File: src/rtl/mem_wb_stage.sv
// ---------------------------------------------------------------------------
// mem_wb_stage
//
// MEM/WB pipeline register. It sits directly after the data-memory stage,
// captures the memory-stage result word with its destination register and
// write enable, and drives the register-file write port one cycle later.
// It also produces the EX-stage operand forwarding selects and keeps a
// retired-instruction counter for debug and performance monitoring.
//
// Parameters
//   DATA_W      width of the result word and PC
//   REG_ADDR_W  register-file address width
//   CNT_W       retired-instruction counter width (wraps, no saturation)
//
// Ports
//   clk           rising-edge clock
//   reset         synchronous, active-high reset
//   Stall         hold WB register contents this cycle
//   Flush         insert a bubble into WB this cycle (wins over Stall)
//   InValid       MEM-stage slot holds a real instruction
//   DataIn        MEM-stage result word
//   PCIn          PC of the MEM-stage instruction
//   WriteRegIn    MEM-stage destination register
//   RegWriteIn    MEM-stage register write enable
//   RsEx, RtEx    EX-stage source registers A and B
//   WriteData     registered result to the register file
//   WriteReg      registered destination register
//   RegWrite      registered register-file write enable
//   Valid         WB slot holds a real instruction
//   PCOut         registered PC (trace/debug)
//   ForwardA/B    EX operand select: 00 regfile, 10 MEM, 01 WB
//   RetiredCount  number of instructions accepted into WB
// ---------------------------------------------------------------------------
module mem_wb_stage #(
    parameter int DATA_W     = 32,
    parameter int REG_ADDR_W = 5,
    parameter int CNT_W      = 32
) (
    input  logic                  clk,
    input  logic                  reset,
    input  logic                  Stall,
    input  logic                  Flush,
    input  logic                  InValid,
    input  logic [DATA_W-1:0]     DataIn,
    input  logic [DATA_W-1:0]     PCIn,
    input  logic [REG_ADDR_W-1:0] WriteRegIn,
    input  logic                  RegWriteIn,
    input  logic [REG_ADDR_W-1:0] RsEx,
    input  logic [REG_ADDR_W-1:0] RtEx,
    output logic [DATA_W-1:0]     WriteData,
    output logic [REG_ADDR_W-1:0] WriteReg,
    output logic                  RegWrite,
    output logic                  Valid,
    output logic [DATA_W-1:0]     PCOut,
    output logic [1:0]            ForwardA,
    output logic [1:0]            ForwardB,
    output logic [CNT_W-1:0]      RetiredCount
);

    // ------------------------------------------------------------------
    // Pipeline state
    // ------------------------------------------------------------------
    logic [DATA_W-1:0]     wdata_q, wdata_d;
    logic [REG_ADDR_W-1:0] wreg_q,  wreg_d;
    logic                  regwrite_q, regwrite_d;
    logic                  valid_q, valid_d;
    logic [DATA_W-1:0]     pc_q,    pc_d;
    logic [CNT_W-1:0]      cnt_q,   cnt_d;

    // The MEM-stage instruction really writes the register file only when
    // it is valid, enabled and not targeting the hard-wired zero register.
    // The same term gates both the captured RegWrite and the MEM forward hit.
    logic mem_writes;
    assign mem_writes = RegWriteIn & InValid & (WriteRegIn != '0);

    // Flush has priority over Stall; reset is handled in the register block.
    always_comb begin
        wdata_d    = wdata_q;
        wreg_d     = wreg_q;
        regwrite_d = regwrite_q;
        valid_d    = valid_q;
        pc_d       = pc_q;
        cnt_d      = cnt_q;
        if (Flush) begin
            wdata_d    = '0;
            wreg_d     = '0;
            regwrite_d = 1'b0;
            valid_d    = 1'b0;
            pc_d       = '0;
        end else if (!Stall) begin
            wdata_d    = DataIn;
            wreg_d     = WriteRegIn;
            regwrite_d = mem_writes;
            valid_d    = InValid;
            pc_d       = PCIn;
            if (InValid) begin
                cnt_d = cnt_q + CNT_W'(1);   // wraps naturally
            end
        end
    end

    always_ff @(posedge clk) begin
        if (reset) begin
            wdata_q    <= '0;
            wreg_q     <= '0;
            regwrite_q <= 1'b0;
            valid_q    <= 1'b0;
            pc_q       <= '0;
            cnt_q      <= '0;
        end else begin
            wdata_q    <= wdata_d;
            wreg_q     <= wreg_d;
            regwrite_q <= regwrite_d;
            valid_q    <= valid_d;
            pc_q       <= pc_d;
            cnt_q      <= cnt_d;
        end
    end

    assign WriteData    = wdata_q;
    assign WriteReg     = wreg_q;
    assign RegWrite     = regwrite_q;
    assign Valid        = valid_q;
    assign PCOut        = pc_q;
    assign RetiredCount = cnt_q;

    // ------------------------------------------------------------------
    // Forwarding selects, one identical slice per EX source operand.
    // MEM holds the younger instruction, so its hit is checked first.
    // The WB hit uses the registered state, so it is stable under Stall.
    // ------------------------------------------------------------------
    logic [REG_ADDR_W-1:0] src_reg [2];
    assign src_reg[0] = RsEx;
    assign src_reg[1] = RtEx;

    for (genvar gi = 0; gi < 2; gi++) begin : g_fwd
        logic [1:0] sel;
        always_comb begin
            sel = 2'b00;
            if (src_reg[gi] != '0) begin
                if (mem_writes && (WriteRegIn == src_reg[gi])) begin
                    sel = 2'b10;
                end else if (regwrite_q && (wreg_q == src_reg[gi])) begin
                    sel = 2'b01;
                end
            end
        end
    end

    assign ForwardA = g_fwd[0].sel;
    assign ForwardB = g_fwd[1].sel;

endmodule

File: config.mk
export PLATFORM = sky130hd
export DESIGN_NAME = mem_wb_stage
export DESIGN_NICKNAME = d
export VERILOG_FILES = /design/src/rtl/mem_wb_stage.sv
export SDC_FILE = /design/constraint.sdc
export NUM_CORES = 1
export LEC_CHECK = 0
export BUFFER_PORTS_ARGS = -buffer_cell sky130_fd_sc_hd__buf_2
export CAP_MARGIN = 40
export CORE_ASPECT_RATIO = 1.75
export CORE_MARGIN = 2
export CORE_UTILIZATION = 47
export DETAILED_ROUTE_END_ITERATION = 16
export GPL_TIMING_DRIVEN = 0
export PLACE_DENSITY_LB_ADDON = 0.3
export SLEW_MARGIN = 20
export SYNTH_ARGS = -nofsm -noshare
export SYNTH_HDL_FRONTEND = slang
export SYNTH_SLANG_ARGS = --single-unit
File: constraint.sdc
create_clock -name clk -period 2.6 [get_ports clk]
set_clock_uncertainty 0.05 [all_clocks]
set_input_delay 0.52 -clock clk [delete_from_list [all_inputs] [get_ports clk]]
set_output_delay 0.52 -clock clk [all_outputs]
set_load 0.1 [all_outputs]
* Yosys cells after proc, flatten, opt, wreduce, memory -nomap -nowiden
Cells that the tools add are included.
** Operators by class
- Add/subtract/negate cells :: 1
- Reduce and logical (&&, ||, !) cells :: 9
- Eq/ne operators :: 4
- Bitwise logic cells :: 4
- Mux-type cells :: 6
** Operators by type and width (number)
- $add A32 B1 Y32 const B :: 1
- $eq A5 B5 Y1 :: 4
- $reduce_bool A5 Y1 :: 3
- $mux W2 :: 4
- $logic_and A1 B1 Y1 :: 4
- $reduce_and A3 Y1 :: 1
- $and A1 B1 Y1 :: 2
- $mux W1 :: 2
- $not A1 Y1 :: 2
- $reduce_or A2 Y1 :: 1
** Word-level totals
- Word-level logic and storage cells :: 30
- Register bits :: 103
- Output and inout bits :: 107

* Depth between registers and ports, before layout
Gate-level depths: netlist (run 1).
- Word-level depth :: 5
- Mapped depth :: 7
- Gate-level depth less buffers :: 4

* Worst setup path before layout (run 1)
OpenSTA, ideal clock, no wires.
- Path type :: input to output
- Start :: input port WriteRegIn[1]
- End :: output port ForwardA[0]
- Path buffers :: 0
- Path slack :: -3.564 ns
- Cell stages on the path :: 4
- Arrival :: 5.594 ns
- Path through :: or4_1 o211ai_1 nor4_1 nor3_1
** Between the ends
- Cells in the longest elaborated chain, start to end :: 5
** RTL lines
- start, declared :: RTL line 46 : input logic [REG_ADDR_W-1:0] WriteRegIn,
- $reduce_bool A5 Y1 :: RTL line 74 : assign mem_writes = RegWriteIn & InValid & (WriteRegIn != '0);
- $and A1 B1 Y1 :: RTL line 74
- $logic_and A1 B1 Y1 * :: RTL line 141 : if (mem_writes && (WriteRegIn == src_reg[gi])) begin
- $mux W2 * :: RTL line 141
- $mux W2 * :: RTL line 140 : if (src_reg[gi] != '0) begin
- end, declared :: RTL line 55 : output logic [1:0] ForwardA,
Every way passes the cells marked *; elsewhere a longest branch is shown, timed or not.

* Worst setup path in the final report (run 1)
- Start :: input port WriteRegIn[0]
- End :: output port ForwardA[0]
The elaborated chain is that of the path after synthesis.

==> results_dict.tcl, run 1 <==
set metrics [dict create \
    dpl.hpwl_mm 8.88 \
    grt_pass1_wl_mm 17.7 \
    switchingPower_w 0.00103 \
    path_clk_slew_ns 0.07 \
    track_usage 0.222 \
    stdcell_area_um2 5830 \
    timing.fmax_mhz 391 \
    final_cell_mix "buf_2 (187), dfxtp_1 (95), nor2_1 (82)" \
    peakVddDrop_v 0.000548 \
    async_flop_share 0 \
    path_cells "buf_8 > or4_4 > o211ai_1 > buf_4 > nor4_4 > nor3_4 > buf_12" \
    power_frac_clock 0.382 \
    cts_tree "done" \
    clock_latency_ns 0.34 \
    whs_path_depth 2 \
    crit_slowest_cell "or4_4" \
    maxSlewViolCount 0 \
    critical_path_class "in -> out" \
    max_slew_margin 0.501 \
    drt-wirelength-per-cell_um 14.9 \
    start_util 0.476 \
    first_global_vias 3865 \
    internal-power_w 0.00255 \
    cts_inserted_buffers 9 \
    finalCriticalPeriod_ns 2.56 \
    placed_area_um2 5430 \
    clock_path_buffers 2 \
    setup_tns_ns 0 \
    p_leak_nw 2.76 \
    synth-seq-area-share 0.482 \
    grt_overflow 0 \
    nets 734 \
    cellPowerDensity_nw_per_um2 615 \
    setup.worst_path.end_class "primary output" \
    tightest_slew_ns 0.748 \
    num_antenna_cells 0 \
    r2r_cells 5 \
    wl_mm 11.5 \
    grt_start_max_net_pins 18 \
    postRouteAntennaNets 0 \
    synth_edf_count 0 \
    synth_area_um2 4270 \
    cp-start-kind "primary input" \
    routed_via_density 5.15 \
    area_growth_pct 36.3 \
    comb_power_share 0.162 \
    final_layout_size_suffix_gt1_frac 0.363 \
    postLayoutCoreUtil 0.649 \
    arrival_ns 1.99 \
    die_area_um2 9900 \
    final_common_cell "buf_2" \
    die_w_um 76.1 \
    rows 46 \
    swShare 0.288 \
    drc 0 \
    first_iter_violations 157 \
    status "complete, no violations" \
    cp.required_ns 2.03 \
    grt_setup_unrepaired "true" \
    gp_congestion 0.936 \
    yosysUniqueCellTypes 38 \
    syn_area_per_cell_um2 9.65 \
    antenna_found_initial 0 \
    ys.flop_type "dfxtp_1" \
    hold_viol 0 \
    cts_root_buf "clkbuf_16" \
    cap_violations 0 \
    critical_path.max_stage_delay_ns 0.52 \
    yosys_register_bits 103 \
    syn-num-nets 529 \
    port_buffers 190 \
    syn_inst 443 \
    worstPathMaxFanout 4 \
    setup_viol 0 \
    power_frac_seq 0.457 \
    die_h_um 130 \
    num_vias 3980 \
    dr.pass1.iters 4 \
    finalCritPeriodShare 0.984 \
    ys_warn_count 0 \
    core_um2 8980 \
    holdCritPathClass "in -> reg" \
    io_pins 192 \
    h-tree-depth 3 \
    cts_sinks 103 \
]
[cells in the mapped netlist (all sizes together) (2+ instances only)]
| library cell | number | area (µm²) |
|---|---|---|
| dfxtp | 103 | 2060 |
| nor2 | 83 | 312 |
| mux2i | 71 | 711 |
| a21oi | 22 | 110 |
| xor2 | 18 | 158 |
| clkbuf | 16 | 60.1 |
| or4 | 16 | 128 |
| nand2 | 12 | 45.0 |
| o31ai | 12 | 90.1 |
| buf | 11 | 70.1 |
| nand3 | 10 | 50.1 |
| nand4 | 10 | 68.8 |
| xnor2 | 10 | 87.6 |
| o21ai | 9 | 45.0 |
| or3 | 9 | 56.3 |
| inv | 5 | 18.8 |
| nor4 | 5 | 37.5 |
| and4 | 4 | 35.0 |
| nor3 | 3 | 15.0 |
| and2 | 2 | 12.5 |
| or2 | 2 | 12.5 |
[per-layer routing]
metal	track usage	up-vias	part of all wire
met2	0.428	147	0.55
met3	0.0712	16	0.069
li1	-	1956	-
met5	0	-	0
met1	0.223	1861	0.37
met4	0.0834	0	0.015
[kinds of logic (layout without fill, tap and decap cells)]
family	count (synthesis)	in the layout	synth area share
flip-flops	103	103	0.482
AND/OR/NAND/NOR	160	160	0.188
buffers and inverters	33	243	0.0372
XOR/XNOR	28	28	0.0574
multiplexers	72	72	0.169
AO/OA/AOI/OAI	46	46	0.0629
adder cells (fa/ha/maj)	1	1	0.00293
[flip-flops by register name, summed over array words and instances, names as in the netlist]
register      count
Valid             1
WriteData        32
WriteReg          5
RetiredCount     32
RegWrite          1
PCOut            32
[what timing repair did]
item                       in CTS  in global routing
hold buffers                    0                  0
hold endpoints to repair        0                  0
setup endpoints to repair       4                  4
pin swaps                       1                  2
buffers inserted                2                  1
resized for setup               4                 11
[worst paths after layout]
| check | start | endpoint | slack, ns |
|---|---|---|---|
| setup / recovery | WriteRegIn[0] | ForwardA[0] | 0.04 |
| hold reg to reg | RetiredCount[20]$_SDFFE_PP0P_ | RetiredCount[20]$_SDFFE_PP0P_ | 0.44 |
| setup reg to reg | RetiredCount[18]$_SDFFE_PP0P_ | RetiredCount[31]$_SDFFE_PP0P_ | 0.47 |
| hold / removal | reset | RetiredCount[9]$_SDFFE_PP0P_ | 0.31 |
[critical path, delay by kind of cell]
family                 cells  cell delay, ns
AND/OR/NAND/NOR            3            0.73
AO/OA/AOI/OAI              1            0.24
buffers and inverters      3            0.50
[through the flow]
step / hold WS [ns] / total power (W) / cells / setup WS [ns]
6_report: 0.313 / 0.00359 / 773 / 0.0415
4_1_cts: 0.298 / 0.00361 / 771 / 0.0321
2_1_floorplan: 0.614 / 0.00210 / 443 / -0.477
3_5_place_dp: 0.429 / 0.00225 / 753 / -0.411
5_1_grt: 0.300 / 0.00371 / 773 / -0.0349
3_3_place_gp: 0.419 / 0.00223 / 753 / -0.380
[layout make-up]
class	instances	area, µm²
repair buffers	194	1030
plain buffers	28	140
fillers	749	3150
clock buffers	11	243
multi-input cells	307	2110
clock inverters	5	63.8
flip-flops and latches	103	2070
well taps	120	150
inverters	5	18.8
[power groups by stage]
stage	clock network, W	registers, W	logic, W
5_1_grt	0.00146	0.00164	0.000609
3_5_place_dp	0	0.00167	0.000574
2_1_floorplan	0	0.00194	0.000162
3_3_place_gp	0	0.00167	0.000564
6_report	0.00137	0.00164	0.000580
4_1_cts	0.00140	0.00164	0.000577
No activity file was read; power rests on OpenSTA's default activity.
==> run 2, diff against run 1 <==
Settings changed: REMOVE_ABC_BUFFERS from default to 1.
==> run 2 against run 1 <==
Effect of this change:
- register-to-register slack improved by 0.02 ns
- count of clock-buffer cells in the layout decreased by 2
- clock power about the same
- flip-flop and latch count unchanged
- maximum frequency increased by 1.1%
- critical path type unchanged
- design area decreased by 2.3%
- sequential share of layout area increased by 0.66 points
- first-iteration DRC count decreased by 34%
- via count decreased by 0.60%
- largest power group unchanged
==> results_dict.tcl, run 2 (same netlist as run 1, synthesis figures left out) <==
set metrics [dict create \
    port_buffers 191 \
    drc 0 \
    peakVddDrop_v 0.000544 \
    grt_pass1_wl_mm 17.7 \
    hold_viol 0 \
    cts_inserted_buffers 9 \
    num_antenna_cells 0 \
    power_frac_clock 0.381 \
    placed_area_um2 5270 \
    grt_overflow 0 \
    seqCellArea_um2 2060 \
    path_clk_slew_ns 0.07 \
    first_global_vias 3910 \
    finalCritPeriodShare 0.973 \
    dr.pass1.iters 4 \
    cap_violations 0 \
    finalNonFillerCells 753 \
    die_h_um 130 \
    cts_hold_buffers 0 \
    gp_congestion 0.832 \
    io_pins 192 \
    internal-power_w 0.00252 \
    drt-wirelength-per-cell_um 14.9 \
    clock_latency_ns 0.33 \
    rows 46 \
    final_common_cell "buf_2" \
    postLayoutCoreUtil 0.634 \
    grt_setup_unrepaired "true" \
    worstPathMaxFanout 4 \
    routed_via_density 5.25 \
    comb_power_share 0.159 \
    h-tree-depth 3 \
    wl_mm 11.2 \
    final_cell_mix "buf_2 (185), dfxtp_1 (103), nor2_1 (83)" \
    arrival_ns 1.96 \
    setup_viol 0 \
    nets 714 \
    final_layout_size_suffix_gt1_frac 0.360 \
    stdcell_area_um2 5690 \
    switchingPower_w 0.00103 \
    cts_tree "done" \
    first_iter_violations 103 \
    setup.worst_path.end_class "primary output" \
    area_growth_pct 33.2 \
    cellPowerDensity_nw_per_um2 624 \
    finalCriticalPeriod_ns 2.53 \
    timing.fmax_mhz 395 \
    holdCritPathClass "in -> reg" \
    total_power_w 0.00355 \
    cp-start-kind "primary input" \
    maxSlewViolCount 0 \
    p_leak_nw 2.72 \
    status "complete, no violations" \
    cts_sinks 103 \
    max_slew_margin 0.496 \
    dp.cells 727 \
    grt_start_max_net_pins 72 \
    tightest_slew_ns 0.757 \
    start_util 0.476 \
    num_vias 3956 \
    clock_path_buffers 2 \
    cp.required_ns 2.03 \
    core_um2 8980 \
    critical_path_class "in -> out" \
    dpl.hpwl_mm 7.99 \
    nFillCells 821 \
    track_usage 0.220 \
    multiInputGateArea_um2 2090 \
    die_area_um2 9900 \
    antenna_found_initial 0 \
    postRouteAntennaNets 0 \
    swShare 0.290 \
    die_w_um 76.1 \
    power_frac_seq 0.460 \
    cts_root_buf "clkbuf_16" \
]
-- run 2: cell types whose count changed in the layout (fill, tap and decap cells not counted), sizes merged --
cell         previous run  this run
buf                   204       200
inv                     7         9
nand4                  10        12
dlygate4sd3             1         0
clkinvlp                1         0
clkbuf                 28         9
clkinv                  1         2
-- run 2: layer usage --
| layer | routed length [µm] | GRT usage | vias to the layer above |
|---|---|---|---|
| met1 | 4170 | 0.228 | 1838 |
| met5 | 0 | 0 | - |
| met2 | 5860 | 0.400 | 167 |
| met4 | 285 | 0.101 | 0 |
| met3 | 878 | 0.0775 | 24 |
| li1 | - | - | 1927 |
-- run 2: final timing paths --
check / startpoint / slack [ns] / endpoint / cells after the start
min reg2reg: PCOut[11]$_SDFFE_PP0N_ / 0.45 / PCOut[11]$_SDFFE_PP0N_ / 2
max reg2reg: RetiredCount[18]$_SDFFE_PP0P_ / 0.49 / RetiredCount[25]$_SDFFE_PP0P_ / 4
max: WriteRegIn[3] / 0.07 / ForwardA[0] / 7
min: DataIn[26] / 0.36 / WriteData[26]$_SDFFE_PP0N_ / 3
-- run 2: critical path, cell delays in order --
cell	delay (ns)
buf_8	0.11
or4_1	0.51
o211ai_1	0.21
buf_4	0.16
nor4_4	0.05
nor3_2	0.15
buf_6	0.25
-- run 2: area by class of cell --
class,count,area share
Clock inverter,7,0.0132
Sequential cell,103,0.362
Timing Repair Buffer,200,0.189
Tap cell,120,0.0264
Clock buffer,9,0.0396
Multi-Input combinational cell,309,0.367
Inverter,5,0.00330
-- run 2: what timing repair did --
action	CTS	global route
endpoints found under the setup margin	22	12
endpoints found under the hold margin	0	0
gates cloned	2	0
pin swaps	5	2
setup buffers	6	2
gates resized for setup	10	4
-- run 2: power by group through the flow --
stage / registers (W) / clock network [W] / logic, W
global placement: 0.00167 / 0 / 0.000548
detailed placement: 0.00167 / 0 / 0.000556
finish: 0.00163 / 0.00135 / 0.000565
floorplan: 0.00194 / 0 / 0.000119
CTS: 0.00164 / 0.00138 / 0.000566
global route: 0.00164 / 0.00145 / 0.000594
-- run 2: metrics by stage --
stage | setup slack [ns] | TNS, ns | hold slack, ns
floorplan | -3.56 | -11.48 | 0.539
global placement | -1.17 | -24.32 | 0.419
detailed placement | -0.775 | -12.53 | 0.432
CTS | 0.00771 | 0 | 0.348
global route | -0.0594 | -0.0594 | 0.347
finish | 0.0695 | 0 | 0.361
